<file path="config.mk">
export PLATFORM = sky130hd
export DESIGN_NAME = accel_dmem_responder_flat
export DESIGN_NICKNAME = d
export VERILOG_FILES = /design/src/rtl/accel_dmem_responder_pkg.sv /design/src/rtl/accel_dmem_responder_if.sv /design/src/rtl/accel_dmem_responder_line_sum16.sv /design/src/rtl/accel_dmem_responder.sv /design/src/flat_wrapper.sv
export SDC_FILE = /design/constraint.sdc
export NUM_CORES = 1
export LEC_CHECK = 0
export BUFFER_PORTS_ARGS = -buffer_cell sky130_fd_sc_hd__buf_4
export CORE_MARGIN = 2
export CORE_UTILIZATION = 52
export DETAILED_ROUTE_END_ITERATION = 12
export PLACE_DENSITY_LB_ADDON = 0.15
export SYNTH_ARGS = -nofsm -noshare
export SYNTH_HDL_FRONTEND = slang
export SYNTH_HIERARCHICAL = 1
export SYNTH_SLANG_ARGS = --single-unit
</file>
<file path="constraint.sdc">
create_clock -name clk -period 5.1 [get_ports clk]
set_input_delay 1.02 -clock clk [delete_from_list [all_inputs] [get_ports clk]]
set_output_delay 1.02 -clock clk [all_outputs]
set_load 0.05 [all_outputs]
</file>
<file path="src/rtl/accel_dmem_responder_pkg.sv">
// Shared definitions for the accelerator DMEM responder: register map,
// FSM state encodings and datapath widths.
package accel_pkg;

  localparam logic [2:0] REG_CTRL    = 3'd0;
  localparam logic [2:0] REG_STATUS  = 3'd1;
  localparam logic [2:0] REG_SRC     = 3'd2;
  localparam logic [2:0] REG_LEN     = 3'd3;
  localparam logic [2:0] REG_ACC_LO  = 3'd4;
  localparam logic [2:0] REG_ACC_HI  = 3'd5;
  localparam logic [2:0] REG_SCRATCH = 3'd6;
  localparam logic [2:0] REG_ID      = 3'd7;

  localparam int LINE_WORDS = 16;
  localparam int WORD_W     = 16;
  localparam int ACC_W      = 32;
  localparam int SUM_W      = 20;

  localparam logic [7:0] LEN_MAX = 8'd128;

  typedef enum logic [1:0] {
    B_IDLE    = 2'd0,
    B_ACT     = 2'd1,
    B_DONE    = 2'd2,
    B_WAITLOW = 2'd3
  } bus_state_t;

  typedef enum logic [1:0] {
    J_IDLE  = 2'd0,
    J_ISSUE = 2'd1,
    J_DRAIN = 2'd2
  } job_state_t;

  // A line count never exceeds the size of DMEM port B.
  function automatic logic [7:0] clamp_len(input logic [7:0] v);
    return (v > LEN_MAX) ? LEN_MAX : v;
  endfunction

endpackage

</file>
<file path="src/rtl/accel_dmem_responder_if.sv">
// CPU accelerator bus bundle; the CPU side is the master, the responder the slave.
interface accel_dmem_responder_if;
  logic        bus_en;
  logic        bus_start;
  logic        bus_wr;
  logic [2:0]  bus_regaddr;
  logic [15:0] bus_wdata;
  logic [15:0] bus_rdata;
  logic        bus_rdata_oe;
  logic        bus_done;

  modport master (
    output bus_en, bus_start, bus_wr, bus_regaddr, bus_wdata,
    input  bus_rdata, bus_rdata_oe, bus_done
  );

  modport slave (
    input  bus_en, bus_start, bus_wr, bus_regaddr, bus_wdata,
    output bus_rdata, bus_rdata_oe, bus_done
  );
endinterface

</file>
<file path="src/rtl/accel_dmem_responder_line_sum16.sv">
// Combinational signed adder tree: sixteen 16-bit words of a DMEM line to a
// 20-bit sum. Each level grows by one bit so no level can overflow.
module line_sum16
  import accel_pkg::*;
(
  input  logic [LINE_WORDS*WORD_W-1:0] i_line,
  output logic [SUM_W-1:0]             o_sum
);

  logic [16:0] w_l1 [8];
  logic [17:0] w_l2 [4];
  logic [18:0] w_l3 [2];

  // Pairwise sign-extended additions, four levels deep.
  always_comb begin
    for (int i = 0; i < 8; i++) begin
      w_l1[i] = {i_line[32*i+15], i_line[32*i +: 16]}
              + {i_line[32*i+31], i_line[32*i+16 +: 16]};
    end
    for (int i = 0; i < 4; i++) begin
      w_l2[i] = {w_l1[2*i][16], w_l1[2*i]} + {w_l1[2*i+1][16], w_l1[2*i+1]};
    end
    for (int i = 0; i < 2; i++) begin
      w_l3[i] = {w_l2[2*i][17], w_l2[2*i]} + {w_l2[2*i+1][17], w_l2[2*i+1]};
    end
    o_sum = {w_l3[0][18], w_l3[0]} + {w_l3[1][18], w_l3[1]};
  end

endmodule

</file>
<file path="src/rtl/accel_dmem_responder.sv">
// Accelerator-side bus responder: 8-entry register file plus a job engine that
// streams DMEM port-B lines into a wrapping 32-bit signed accumulator.
module accel_dmem_responder
  import accel_pkg::*;
#(
  parameter int          RD_LAT = 2,
  parameter logic [15:0] ID_VAL = 16'hACC1
) (
  input  logic                          clk,
  input  logic                          rst,
  accel_dmem_responder_if.slave         bus,
  output logic                          dmem_rden,
  output logic [6:0]                    dmem_addr,
  input  logic [LINE_WORDS*WORD_W-1:0]  dmem_q
);

  bus_state_t        r_bstate, w_bnext;
  job_state_t        r_jstate, w_jnext;

  logic [2:0]        r_ra;
  logic              r_wr;
  logic [15:0]       r_wd;
  logic              r_launched;

  logic [6:0]        r_src;
  logic [7:0]        r_len;
  logic [15:0]       r_scratch;
  logic              r_busy;
  logic              r_sticky;
  logic [ACC_W-1:0]  r_acc;

  logic              r_rden;
  logic [6:0]        r_daddr;
  logic [7:0]        r_cnt;
  logic [RD_LAT-1:0] r_vld;
  logic [SUM_W-1:0]  r_s1;
  logic              r_s1_vld;

  logic              r_done;
  logic              r_oe;
  logic [15:0]       r_rdata;

  logic              w_cap;
  logic              w_launch;
  logic              w_access;
  logic              w_issue;
  logic              w_job_done;
  logic [15:0]       w_rmux;
  logic [SUM_W-1:0]  w_sum;

  assign bus.bus_done     = r_done;
  assign bus.bus_rdata_oe = r_oe;
  assign bus.bus_rdata    = r_rdata;
  assign dmem_rden        = r_rden;
  assign dmem_addr        = r_daddr;

  // A START is decoded straight from the bus so the first read issues next cycle.
  assign w_cap    = (r_bstate == B_IDLE) && bus.bus_en && bus.bus_start;
  assign w_launch = w_cap && !bus.bus_wr && (bus.bus_regaddr == REG_CTRL)
                    && bus.bus_wdata[0] && !r_busy;
  assign w_access = (r_bstate == B_ACT) && !(r_launched && r_busy);

  line_sum16 u_sum (
    .i_line (dmem_q),
    .o_sum  (w_sum)
  );

  // Bus FSM state register.
  always_ff @(posedge clk or posedge rst) begin
    if (rst) r_bstate <= B_IDLE;
    else     r_bstate <= w_bnext;
  end

  // Bus FSM next state.
  always_comb begin
    w_bnext = r_bstate;
    case (r_bstate)
      B_IDLE:    if (w_cap) w_bnext = B_ACT; else w_bnext = B_IDLE;
      B_ACT:     if (w_access) w_bnext = B_DONE; else w_bnext = B_ACT;
      B_DONE:    w_bnext = B_WAITLOW;
      B_WAITLOW: if (!bus.bus_start || !bus.bus_en) w_bnext = B_IDLE;
                 else w_bnext = B_WAITLOW;
      default:   w_bnext = B_IDLE;
    endcase
  end

  // Register read mux.
  always_comb begin
    w_rmux = 16'd0;
    case (r_ra)
      REG_CTRL:    w_rmux = 16'd0;
      REG_STATUS:  w_rmux = {14'd0, r_sticky, r_busy};
      REG_SRC:     w_rmux = {9'd0, r_src};
      REG_LEN:     w_rmux = {8'd0, r_len};
      REG_ACC_LO:  w_rmux = r_acc[15:0];
      REG_ACC_HI:  w_rmux = r_acc[31:16];
      REG_SCRATCH: w_rmux = r_scratch;
      REG_ID:      w_rmux = ID_VAL;
      default:     w_rmux = 16'd0;
    endcase
  end

  // Access capture, register writes and registered bus outputs.
  always_ff @(posedge clk or posedge rst) begin
    if (rst) begin
      r_ra       <= 3'd0;
      r_wr       <= 1'b0;
      r_wd       <= 16'd0;
      r_launched <= 1'b0;
      r_src      <= 7'd0;
      r_len      <= 8'd0;
      r_scratch  <= 16'd0;
      r_done     <= 1'b0;
      r_oe       <= 1'b0;
      r_rdata    <= 16'd0;
    end else begin
      if (w_cap) begin
        r_ra       <= bus.bus_regaddr;
        r_wr       <= bus.bus_wr;
        r_wd       <= bus.bus_wdata;
        r_launched <= w_launch;
      end
      if (w_access && !r_wr) begin
        case (r_ra)
          REG_SRC:     if (!r_busy) r_src <= r_wd[6:0];
          REG_LEN:     if (!r_busy) r_len <= clamp_len(r_wd[7:0]);
          REG_SCRATCH: r_scratch <= r_wd;
          default:     ;
        endcase
      end
      r_done  <= (w_bnext == B_DONE);
      r_oe    <= (w_bnext == B_DONE) && r_wr;
      r_rdata <= ((w_bnext == B_DONE) && r_wr) ? w_rmux : 16'd0;
    end
  end

  // Job FSM state register.
  always_ff @(posedge clk or posedge rst) begin
    if (rst) r_jstate <= J_IDLE;
    else     r_jstate <= w_jnext;
  end

  // Job FSM next state, read issue and completion decode.
  always_comb begin
    w_jnext    = r_jstate;
    w_issue    = 1'b0;
    w_job_done = 1'b0;
    case (r_jstate)
      J_IDLE: begin
        if (w_launch) begin
          w_issue = (r_len != 8'd0);
          w_jnext = (r_len != 8'd0) ? J_ISSUE : J_DRAIN;
        end else begin
          w_jnext = J_IDLE;
        end
      end
      J_ISSUE: begin
        if (r_cnt < r_len) w_issue = 1'b1;
        else               w_jnext = J_DRAIN;
      end
      J_DRAIN: begin
        // The S1->accumulator add still in flight lands on this same edge.
        if (!r_rden && (r_vld == '0)) begin
          w_job_done = 1'b1;
          w_jnext    = J_IDLE;
        end else begin
          w_jnext = J_DRAIN;
        end
      end
      default: w_jnext = J_IDLE;
    endcase
  end

  // Read issue, valid pipeline, line-sum stage and accumulator.
  always_ff @(posedge clk or posedge rst) begin
    if (rst) begin
      r_rden   <= 1'b0;
      r_daddr  <= 7'd0;
      r_cnt    <= 8'd0;
      r_vld    <= '0;
      r_s1     <= '0;
      r_s1_vld <= 1'b0;
      r_acc    <= '0;
      r_busy   <= 1'b0;
      r_sticky <= 1'b0;
    end else begin
      r_rden <= w_issue;
      if (w_launch) begin
        r_daddr <= r_src;
        r_cnt   <= (r_len != 8'd0) ? 8'd1 : 8'd0;
      end else if (w_issue) begin
        r_daddr <= r_daddr + 7'd1;
        r_cnt   <= r_cnt + 8'd1;
      end
      r_vld[0] <= r_rden;
      for (int k = 1; k < RD_LAT; k++) r_vld[k] <= r_vld[k-1];
      r_s1_vld <= r_vld[RD_LAT-1];
      if (r_vld[RD_LAT-1]) r_s1 <= w_sum;
      if (w_launch)      r_acc <= '0;
      else if (r_s1_vld) r_acc <= r_acc + {{(ACC_W-SUM_W){r_s1[SUM_W-1]}}, r_s1};
      if (w_launch) begin
        r_busy   <= 1'b1;
        r_sticky <= 1'b0;
      end else if (w_job_done) begin
        r_busy   <= 1'b0;
        r_sticky <= 1'b1;
      end
    end
  end

endmodule
</file>
<file path="src/flat_wrapper.sv">
// flat-port wrapper written by rule: the top's interface ports become plain ports
module accel_dmem_responder_flat import accel_pkg::*;
#(
  parameter int          RD_LAT = 2,
  parameter logic [15:0] ID_VAL = 16'hACC1
)
  (clk, rst, dmem_rden, dmem_addr, dmem_q, bus_bus_en, bus_bus_start, bus_bus_wr, bus_bus_regaddr, bus_bus_wdata, bus_bus_rdata, bus_bus_rdata_oe, bus_bus_done);
  accel_dmem_responder_if bus_i ();
  input  logic clk;
  input  logic rst;
  output logic dmem_rden;
  output logic [6:0] dmem_addr;
  input  logic [LINE_WORDS*WORD_W-1:0] dmem_q;
  input wire logic [$bits(bus_i.bus_en)-1:0] bus_bus_en;
  input wire logic [$bits(bus_i.bus_start)-1:0] bus_bus_start;
  input wire logic [$bits(bus_i.bus_wr)-1:0] bus_bus_wr;
  input wire logic [$bits(bus_i.bus_regaddr)-1:0] bus_bus_regaddr;
  input wire logic [$bits(bus_i.bus_wdata)-1:0] bus_bus_wdata;
  output wire logic [$bits(bus_i.bus_rdata)-1:0] bus_bus_rdata;
  output wire logic [$bits(bus_i.bus_rdata_oe)-1:0] bus_bus_rdata_oe;
  output wire logic [$bits(bus_i.bus_done)-1:0] bus_bus_done;
  assign bus_i.bus_en = bus_bus_en;
  assign bus_i.bus_start = bus_bus_start;
  assign bus_i.bus_wr = bus_bus_wr;
  assign bus_i.bus_regaddr = bus_bus_regaddr;
  assign bus_i.bus_wdata = bus_bus_wdata;
  assign bus_bus_rdata = bus_i.bus_rdata;
  assign bus_bus_rdata_oe = bus_i.bus_rdata_oe;
  assign bus_bus_done = bus_i.bus_done;
  accel_dmem_responder #(.RD_LAT(RD_LAT), .ID_VAL(ID_VAL)) u_core (.clk(clk), .rst(rst), .bus(bus_i), .dmem_rden(dmem_rden), .dmem_addr(dmem_addr), .dmem_q(dmem_q));
endmodule
</file>
Yosys cells after proc, flatten, opt, wreduce, memory -nomap -nowiden --
Index checks and enable logic that the tools add are counted.
Word-level totals: bits in registers 147, input bits 280, output and inout bits 26, word-level logic and storage cells 115
Cells by class: $add $sub $neg 18, order comparisons 2, equality and inequality tests 14, muxes and demuxes 28, bitwise logic cells 1, reduce and logical (&&, ||, !) cells 31
Operators with widths (number):
- $add 16x16->17 | 8
- $pmux 16 s8 | 1
- $add 17x17->18 | 4
- $mux 32 | 2
- $add 18x18->19 | 2
- $add 32x32->32 | 1
- $mux 8 | 3
- $add 19x19->20 | 1
- $mux 16 | 1
- $mux 7 | 2
- $eq 3x3->1 const B | 4
- $mux 2 | 6
- $logic_and 1x1->1 | 11
- $mux 1 | 10
- $add 8x1->8 const B | 1
- $eq 2x2->1 const B | 4
- $gt 8x8->1 const B | 1
- $lt 8x8->1 | 1
- $pmux 2 s4 | 1
- $reduce_bool 8->1 | 1
- $add 7x1->7 const B | 1
- $logic_not 1->1 | 7
- $eq 3x2->1 const B | 2
- $logic_not 2->1 | 3
- other kinds (11) | 16

Longest topological paths before layout --
word-level depth 11, mapped depth 20, gate-level depth less buffers 20

Hierarchy --
Netlist, hierarchy kept.
Modules (own cells, without submodules):
- accel_dmem_responder | instances 1, cells each 777, area each 8085.3 µm², seq. area each 3678.5 µm²
- line_sum16 | instances 1, cells each 702, area each 6947.9 µm², seq. area each 0.0 µm²

Least setup slack after synthesis --
OpenSTA, ideal clock, no wires.
path kind in2reg, start point input dmem_q[194], end point register u_core.r_s1[18], library setup time 0.125 ns, arrival time 6.093 ns, required time 4.975 ns, path slack -1.118 ns, stages 18, path buffers 0, path through inv_1 > fa_1 > fa_1 > inv_1 > fa_1 > fa_1 > fa_1 > inv_1 > fa_1 > inv_1 > ha_1 > fa_1 > a211oi_2 > o211ai_1 > a311o_1 > a211oi_2 > xnor2_1 > mux2_2
Between the ends: word-level cells in the longest chain between the ends 4
Ends and longest elaborated chain:
- start, declared | line flat_wrapper.sv:13 | input logic [LINE_WORDS*WORD_W-1:0] dmem_q;
- $add 16x16->17 | line accel_dmem_responder_line_sum16.sv:18 | + {i_line[32*i+31], i_line[32*i+16 +: 16]};
- $add 17x17->18 | line accel_dmem_responder_line_sum16.sv:21 | w_l2[i] = {w_l1[2*i][16], w_l1[2*i]} + {w_l1[2*i+1][16], w_l1[2*i+1]};
- $add 18x18->19 | line accel_dmem_responder_line_sum16.sv:24 | w_l3[i] = {w_l2[2*i][17], w_l2[2*i]} + {w_l2[2*i+1][17], w_l2[2*i+1]};
- $add 19x19->20 | line accel_dmem_responder_line_sum16.sv:26 | o_sum = {w_l3[0][18], w_l3[0]} + {w_l3[1][18], w_l3[1]};
- named net u_core.w_sum[18] | line accel_dmem_responder.sv:49 | logic [SUM_W-1:0] w_sum;
- end signal, assigned | line accel_dmem_responder.sv:198 | if (r_vld[RD_LAT-1]) r_s1 <= w_sum;
- end, declared | line accel_dmem_responder.sv:36 | logic [SUM_W-1:0] r_s1;
The timed path passes the listed nets, and every way through them passes these cells. A chain may end at the register's enable or synchronous reset.

Worst setup path after layout --
start point input dmem_q[98], end point register u_core.r_s1[18]
Same word-level chain as after synthesis.

==> flow_summary.json <==
{
  "async_reset_ff_frac": 1.00,
  "fin_ws_ns": -0.734,
  "ant_nets": 0,
  "min_period_ns": 5.83,
  "syn-num-nets": 2057,
  "dp_hpwl_um": 28000,
  "finalClockSkew_ns": 0.00586,
  "global_route.usage.total": 0.237,
  "cp.arrival_ns": 6.15,
  "grt_max_degree": 59,
  "cts_inserted_buffers": 17,
  "ys_seq_area_frac": 0.245,
  "vias_per_cell": 5.05,
  "die-height_um": 174,
  "multiInputGateArea_um2": 10100,
  "syn_area_um2": 15000,
  "run_status": "finished with violations",
  "die_area_um2": 30300,
  "overflow": 0,
  "hold_path_depth": 0,
  "clkLatencyLatePin_ns": 0.43,
  "yosys.cell_types.count": 71,
  "synthCells": 1479,
  "setup-violations-final": 16,
  "min_to": "u_core/r_vld[1]",
  "wl_per_cell_um": 15.2,
  "final-seq-area_um2": 3680,
  "final_common_cell": "inv_1",
  "gp_congestion": 0.874,
  "cts_tree": "done",
  "io_buffers": 305,
  "required_ns": 5.41,
  "r2r_slack_ns": 2.03,
  "maxSlewViolCount": 0,
  "synth_top_area_share": 0.310,
  "wl_um": 33600,
  "crit_fanout": 3,
  "path_clk_slew_ns": 0.06,
  "violations": "setup timing",
  "ys_top_cells_by_area": "fa_1, dfrtp_1, inv_1",
  "synth_largest_area_cell": "fa_1",
  "hold_class": "register to register",
  "start_kind": "input pin",
  "fin_nets": 2398,
  "h-tree-depth": 4,
  "io-pin-count": 306,
  "clkSinkCount": 147,
  "row_count": 62,
  "antenna_cells": 0,
  "tightest_slew_ns": 1.16,
  "placeableCoreArea_um2": 28500,
  "crit_type": "input pin to register",
  "grt_pass1_wl_um": 58200,
  "slew_headroom": 0.225,
  "syn_avg_cell_area_um2": 10.2,
  "drive_gt1_frac": 0.283,
  "cp-end-kind": "register",
  "antenna_found_initial": 0,
  "clockBufferDepth": 2,
  "fillers": 2304,
  "hold_viol": 0,
  "start_util": 0.527,
  "cap_viol_max_count": 0,
  "rsz0062_at_grt": "true",
  "synth_edf_count": 0,
  "fmax_ghz": 0.171,
  "worstHoldStart": "u_core/r_vld[0]",
  "r2r_start": "u_core/r_ra[1]",
  "vias": 11200,
  "reg2regPathDepth": 3,
  "fin_crit_sh": 1.14,
  "final_cell_mix": "inv_1, buf_4, fa_1, dfrtp_1, nor2_1",
  "synth-seq-cells": 147,
  "drtIter0Drc": 532,
  "clock-root-buffer": "clkbuf_16",
  "first_global_vias": 12200,
  "syn_to_final_growth_pct": 26.8,
  "die_w_um": 174,
  "ys.warnings.count": 6,
  "yosys_most_used_dff": "dfrtp_1",
  "firstDrtPassIters": 5,
  "timing.rr.end": "u_core/r_scratch[11]",
  "drcViolationCount": 0,
  "place_ws_ns": -1.18
}
-- Yosys cell counts, types with 8 or more instances --
| master | n |
|---|---|
| nand3_1 | 13 |
| mux2_2 | 64 |
| xnor2_1 | 34 |
| a31oi_1 | 10 |
| inv_1 | 375 |
| mux2_1 | 10 |
| nor2b_1 | 11 |
| dfrtp_1 | 147 |
| nor4_1 | 8 |
| nand4_1 | 13 |
| and3_1 | 9 |
| ha_1 | 65 |
| mux2i_1 | 34 |
| o21ai_0 | 34 |
| nor2_1 | 78 |
| a211oi_1 | 11 |
| xor2_1 | 24 |
| fa_1 | 233 |
| nand2b_1 | 13 |
| clkbuf_1 | 25 |
| buf_1 | 8 |
| nand2_1 | 68 |
| o21ai_1 | 11 |
| a21oi_1 | 56 |
| nor3_1 | 9 |
| a21o_1 | 24 |
-- worst max path at each step --
stage / cells after the start / startpoint / slack, ns / to
3_5_place_dp: 19 / dmem_q[194] / -1.18 / u_core/r_s1[18]
3_3_place_gp: 19 / dmem_q[98] / -1.18 / u_core/r_s1[18]
4_1_cts: 19 / dmem_q[98] / -0.74 / u_core/r_s1[18]
6_report: 19 / dmem_q[98] / -0.73 / u_core/r_s1[18]
5_1_grt: 19 / dmem_q[194] / -0.93 / u_core/r_s1[18]
2_1_floorplan: 18 / dmem_q[98] / -0.79 / u_core/r_s1[18]
-- state kept, by name, summed over array words and instances (netlist names), 2 cells and up --
name / cells
u_core/bus.bus_rdata: 16
u_core/dmem_addr: 7
u_core/r_acc: 32
u_core/r_bstate: 2
u_core/r_cnt: 8
u_core/r_jstate: 2
u_core/r_len: 8
u_core/r_ra: 3
u_core/r_s1: 20
u_core/r_scratch: 16
u_core/r_src: 7
u_core/r_vld: 2
u_core/r_wd: 16
-- repair_timing --
item                                   in CTS  in global routing
endpoints found under the hold margin       0                  0
pin swaps                                  32                 11
buffers inserted                            3                  3
resized for setup                          42                  6
setup endpoints to repair                  14                 16
hold buffers                                0                  0
-- layer usage --
metal	global-route usage	share of wire	vias up	wire length, µm
li1	-	-	5334	-
met1	0.311	0.42	5542	14200
met2	0.419	0.52	267	17600
met3	0.0273	0.035	45	1170
met4	0.0655	0.020	0	666
met5	0	0	-	0
-- logic make-up (layout without fill, tap and decap cells) --
group           Yosys count  count (layout)  share of synthesized area
mux                     108             108                     0.0781
simple gates            249             249                     0.0810
compound gates          208             208                     0.0944
xor+xnor                 58              58                     0.0338
flops                   147             147                      0.245
fa+ha+maj               298             298                      0.364
buf+inv                 411             765                      0.104
-- critical path, stage by stage --
cell	delay [ns]
buf_6	0.09
fa_1	0.56
inv_2	0.04
fa_1	0.49
inv_1	0.05
fa_1	0.54
fa_1	0.45
fa_1	0.50
inv_1	0.05
fa_1	0.49
inv_2	0.05
ha_4	0.15
fa_2	0.34
a211oi_2	0.23
o211ai_1	0.21
a311o_1	0.33
a211oi_2	0.20
xnor2_1	0.09
mux2_4	0.25
-- final cells by class --
type                    instances  share of cell area
clock inverters                14              0.0119
inverters                     375              0.0745
repair buffers                358               0.143
well taps                     384              0.0252
clock buffers                  18              0.0225
flip-flops and latches        147               0.193
multi-input cells             921               0.530
-- per-stage QoR --
step           area [µm²]  std cells  hold slack, ns  utilization  setup TNS (ns)
6_report            19100       2217           0.402        0.668           -7.35
4_1_cts             19000       2214           0.404        0.666           -6.57
3_3_place_gp        18100       2180           0.387        0.636          -14.09
2_1_floorplan       15200       1479           0.376            -           -7.25
3_5_place_dp        18100       2180           0.385        0.636          -13.73
5_1_grt             19100       2217           0.422        0.668          -10.09
Power is not shown: default switching activity piles up to over one toggle a cycle in this logic, so the estimate is an artifact.
